### config.mk
export PLATFORM = sky130hd
export DESIGN_NAME = vga_scan
export DESIGN_NICKNAME = d
export VERILOG_FILES = /design/src/rtl/vga_scan.sv
export SDC_FILE = /design/constraint.sdc
export NUM_CORES = 1
export LEC_CHECK = 0
export ABC_AREA = 1
export BUFFER_PORTS_ARGS = -buffer_cell sky130_fd_sc_hd__buf_2
export CAP_MARGIN = 5
export CORE_MARGIN = 2
export CORE_UTILIZATION = 30
export CTS_BUF_LIST = sky130_fd_sc_hd__clkbuf_16
export CTS_CLUSTER_SIZE = 12
export DETAILED_ROUTE_END_ITERATION = 8
export GPL_ROUTABILITY_DRIVEN = 0
export PLACE_DENSITY_LB_ADDON = 0.25
export SLEW_MARGIN = 20
export SYNTH_ARGS = -nofsm -noshare
export SYNTH_HDL_FRONTEND = slang
export SYNTH_SLANG_ARGS = --single-unit
### constraint.sdc
create_clock -name clk -period 1.7 [get_ports clk]
set_input_delay 0.085 -clock clk [delete_from_list [all_inputs] [get_ports clk]]
set_output_delay 0.085 -clock clk [all_outputs]
set_load 0.01 [all_outputs]
### src/rtl/vga_scan.sv
// vga_scan: 640x480@60 raster timing generator.
// Issues pixel coordinates to the sprite layers. Takes their combined pixel
// back one cycle later and outputs registered RGB with matching sync pulses.
module vga_scan #(
  parameter int          H_SYNC   = 96,
  parameter int          H_BP     = 48,
  parameter int          H_ACTIVE = 640,
  parameter int          H_FP     = 16,
  parameter int          V_SYNC   = 2,
  parameter int          V_BP     = 33,
  parameter int          V_ACTIVE = 480,
  parameter int          V_FP     = 10,
  parameter logic [11:0] FG_COLOR = 12'h000,
  parameter logic [11:0] BG_COLOR = 12'hFFF
) (
  input  logic        clk,
  input  logic        RESET_N,
  input  logic        px_in,
  output logic [8:0]  row_addr,
  output logic [9:0]  col_addr,
  output logic        video_on,
  output logic        fresh,
  output logic        hs_n,
  output logic        vs_n,
  output logic [11:0] rgb,
  output logic [15:0] frame_cnt
);

  localparam int H_TOTAL = H_SYNC + H_BP + H_ACTIVE + H_FP;
  localparam int V_TOTAL = V_SYNC + V_BP + V_ACTIVE + V_FP;
  localparam int HA0     = H_SYNC + H_BP;
  localparam int VA0     = V_SYNC + V_BP;

  // Raster position and frame count
  logic [9:0]  h_q, h_d;
  logic [9:0]  v_q, v_d;
  logic [15:0] frame_q, frame_d;

  // Stage 1: decode of the current raster position
  logic        von_q, von_d;
  logic [9:0]  col_q, col_d;
  logic [8:0]  row_q, row_d;
  logic        fresh_q, fresh_d;
  logic        hs_raw_q, hs_raw_d;
  logic        vs_raw_q, vs_raw_d;

  // Stage 2: sync and colour, aligned with the layers' registered pixel
  logic        hs_n_q, hs_n_d;
  logic        vs_n_q, vs_n_d;
  logic [11:0] rgb_q, rgb_d;

  logic h_wrap, v_wrap, h_vis, v_vis;

  // Next-state for counters, decode stage and output stage
  always_comb begin
    h_wrap  = (h_q == 10'(H_TOTAL - 1));
    v_wrap  = (v_q == 10'(V_TOTAL - 1));
    h_d     = h_wrap ? 10'd0 : h_q + 10'd1;
    v_d     = v_q;
    if (h_wrap) begin
      v_d = v_wrap ? 10'd0 : v_q + 10'd1;
    end
    frame_d = (h_wrap && v_wrap) ? frame_q + 16'd1 : frame_q;

    h_vis   = (h_q >= 10'(HA0)) && (h_q < 10'(HA0 + H_ACTIVE));
    v_vis   = (v_q >= 10'(VA0)) && (v_q < 10'(VA0 + V_ACTIVE));
    von_d   = h_vis && v_vis;
    // Offsets are taken only inside the window, so they never go negative;
    // the row offset is computed modulo 512, which is exact for 0..479.
    col_d   = von_d ? (h_q - 10'(HA0)) : 10'd0;
    row_d   = von_d ? (v_q[8:0] - 9'(VA0)) : 9'd0;
    fresh_d = (v_q >= 10'(VA0 + V_ACTIVE));
    hs_raw_d = !(h_q < 10'(H_SYNC));
    vs_raw_d = !(v_q < 10'(V_SYNC));

    hs_n_d  = hs_raw_q;
    vs_n_d  = vs_raw_q;
    rgb_d   = von_q ? (px_in ? FG_COLOR : BG_COLOR) : 12'h000;
  end

  // All state registers; raw syncs reset inactive so hs_n/vs_n stay high
  always_ff @(posedge clk or negedge RESET_N) begin
    if (!RESET_N) begin
      h_q      <= 10'd0;
      v_q      <= 10'd0;
      frame_q  <= 16'd0;
      von_q    <= 1'b0;
      col_q    <= 10'd0;
      row_q    <= 9'd0;
      fresh_q  <= 1'b0;
      hs_raw_q <= 1'b1;
      vs_raw_q <= 1'b1;
      hs_n_q   <= 1'b1;
      vs_n_q   <= 1'b1;
      rgb_q    <= 12'h000;
    end else begin
      h_q      <= h_d;
      v_q      <= v_d;
      frame_q  <= frame_d;
      von_q    <= von_d;
      col_q    <= col_d;
      row_q    <= row_d;
      fresh_q  <= fresh_d;
      hs_raw_q <= hs_raw_d;
      vs_raw_q <= vs_raw_d;
      hs_n_q   <= hs_n_d;
      vs_n_q   <= vs_n_d;
      rgb_q    <= rgb_d;
    end
  end

  assign row_addr  = row_q;
  assign col_addr  = col_q;
  assign video_on  = von_q;
  assign fresh     = fresh_q;
  assign hs_n      = hs_n_q;
  assign vs_n      = vs_n_q;
  assign rgb       = rgb_q;
  assign frame_cnt = frame_q;

endmodule

==> metrics.md <==
| Metric | Value |
|---|---|
| Synthesized area | `3200 µm²` |
| Clock Path Buffers | `2` |
| Core Area | `10300 µm²` |
| Global-route wire length before repair | `11900 µm` |
| Worst EP arrival | `1780 ps` |
| Final-stage net count | `465` |
| Initial antenna violation count | `0` |
| GR Overflow Total | `0` |
| Setup bufs post-CTS | `0` |
| DP HPWL | `4860 µm` |
| Hold WS | `306 ps` |
| Final worst setup slack | `126 ps` |
| RSZ-0062 raised after global routing | `false` |
| Most frequent cells in the layout | `nand2_1, nor2_1, dfrtp_1` |
| Die Span Y | `107 µm` |
| Kind of critical path | `flop to flop` |
| Total routed wirelength | `6840 µm` |
| WL per Instance | `11.5 µm` |
| Largest net degree at the start of global routing | `63` |
| CP Capture Type | `flop` |
| Net Switching | `0.671 mW` |
| DR vias | `2636` |
| Net Sw Frac | `0.196` |
| R2R depth | `8` |
| Synth Register Bits | `62` |
| Flop2flop setup slack | `130 ps` |
| Total negative setup slack | `0 ps` |
| Iter 0 DRT Violations | `114` |
| Hold Vio Cnt, Final | `0` |
| Antenna Diode Count | `0` |
| ANT nets after route | `0` |
| Yosys warnings | `0` |
| Root buffer cell | `clkbuf_16` |
| Minimum clock period | `1570 ps` |
| Final setup fails | `0` |
| Sequential area share after synthesis | `0.486` |
| Number of global-route vias before repair | `2595` |
| Slew Limit Fails | `0` |
| Power density over the cells | `857 nW/µm²` |
| Int Pwr | `2.75 mW` |
| PortBufs | `53` |
| Hold Path Class | `input pin to async pin` |
| Vias per cell | `4.43` |
| Clk slew on worst S/H paths | `60 ps` |
| Worst slack, placed | `127 ps` |
| Fmax | `635 MHz` |
| RR Startpoint | `v_q[0]` |
| Avg Cell Area, Syn | `8.21 µm²` |
| Worst setup SP type | `flop` |
| Status | `completed` |
| Die ar. | `11500 µm²` |
| Static Leak | `2.16 nW` |
| Final std cells w/o fill | `595` |
| Peak supply drop | `475 µV` |
| Cells after DPL | `577` |
| Filler cells | `1058` |
| CTS sink count | `62` |
| Syn Inst Count | `390` |
| Most common cell after layout, fill and taps aside | `nand2_1` |
| CTS buffer count | `9` |
| Worst relative slew slack | `0.777` |
| Period utilization | `0.926` |
| Gate power share | `0.011` |
| Crit-path max FO | `9` |
| First-pass detailed-route iteration total | `4` |
| Mapped Nets | `401` |
| CTS tree | `yes` |
| Max Clock Skew | `13.4 ps` |
| Layout cells sized above 1 | `0.218` |
| H-tree levels | `3` |
| Io pins | `54` |
| GRT Util Overall | `0.133` |
| Slew @ Worst Pin | `335 ps` |
| R2R Path End | `row_addr[2]` |
| Die X | `107 µm` |
| Sequential power share | `0.432` |
| Skew-Pair Late Insertion Delay | `330 ps` |
| Synthesis-to-layout area growth | `24.6%` |
| Unique masters post-synth | `26` |
| Worst Path Required | `1910 ps` |
| Utilization after layout | `0.386` |
| Rows | `37` |
| Part of the power in the clock network | `0.556` |
| Drt drc | `0` |
| Initial core utilization | `0.310` |
| Max Cap Violations | `0` |
metrics by stage:
stage / power [mW] / area, µm²
after floorplan: 1.50 / 3200
after global placement: 1.54 / 3650
after detailed placement: 1.54 / 3650
after CTS: 3.48 / 3980
after global routing: 3.55 / 3990
final: 3.42 / 3990
critical path, stage by stage, from the launching register on:
cell and delay, ps:
dfrtp_1 420, ha_1 270, inv_1 100, nand3_1 80, nand2_1 130, nand2_1 70
nand3_1 130, buf_4 190, nor2_1 70
registers in the layout, indices dropped and copies added (netlist names), 9 cells and up:
register,cells
v_q,10
h_q,10
row_addr,9
col_addr,10
frame_cnt,16
cell usage after synthesis:
cell type | count | area [µm²]
dfstp_2 | 4 | 105
nand3_1 | 23 | 115
ha_1 | 8 | 100
nand3_4 | 1 | 17.5
inv_2 | 2 | 7.51
o22ai_1 | 1 | 6.26
nor2_2 | 2 | 12.5
nor3_4 | 1 | 16.3
nor2_1 | 59 | 221
nand2_4 | 1 | 11.3
nand4_1 | 7 | 43.8
xnor2_1 | 9 | 78.8
nand3b_1 | 1 | 7.51
nor2_4 | 2 | 22.5
nor3_1 | 3 | 15.0
xor2_1 | 18 | 158
a21oi_1 | 10 | 50.1
inv_1 | 38 | 143
nand2_1 | 108 | 405
dfrtp_1 | 58 | 1450
o21ai_0 | 14 | 70.1
buf_2 | 5 | 25.0
buf_4 | 11 | 82.6
buf_6 | 2 | 22.5
clkbuf_1 | 1 | 3.75
o21ai_2 | 1 | 8.76
layer usage:
metal  up-vias  share of wire  GRT usage
met5         -              0          0
met4         0          0.019     0.0492
met3        13          0.062     0.0502
met2        70           0.43      0.201
met1      1227           0.49      0.174
li1       1326              -          -
what timing repair did:
item / CTS / global route
endpoints found under the setup margin: 0 / 10
endpoints found under the hold margin: 59 / 0
gates resized for setup: 0 / 4
hold buffers: 2 / 0
worst max path at each step:
stage,startpoint,to,slack [ps]
floorplan,h_q[5],frame_cnt[12],170
global placement,h_q[1],frame_cnt[14],150
detailed placement,h_q[0],frame_cnt[0],130
CTS,v_q[0],col_addr[6],130
global route,v_q[1],frame_cnt[2],0.4
finish,v_q[0],row_addr[2],130
power by group through the flow:
stage | Clock [mW] | Sequential, mW | Combinational, mW
floorplan | 0 | 1.50 | 0.0000133
global placement | 0 | 1.50 | 0.0390
detailed placement | 0 | 1.50 | 0.0395
CTS | 1.96 | 1.48 | 0.0429
global route | 2.02 | 1.48 | 0.0468
finish | 1.90 | 1.48 | 0.0390
kinds of logic after synthesis:
group                      Yosys count  synth area share
AOI/OAI and AO/OA                   26            0.0422
xor gates and xnor gates            27            0.0739
adders and majority gates            8            0.0313
buffers and inverters               59            0.0887
DFF                                 62             0.486
and+or+nand+nor                    208             0.278
final cells by class:
class,count,area (µm²),share of cell area
sequential,62,1560,0.391
multi-input combinational,269,1360,0.342
timing repair buffer,72,442,0.111
clock buffer,9,225,0.0565
tap,136,170,0.0427
inverter,40,150,0.0376
clock inverter,7,81.3,0.0204
Power figures use the tool's default switching activity.
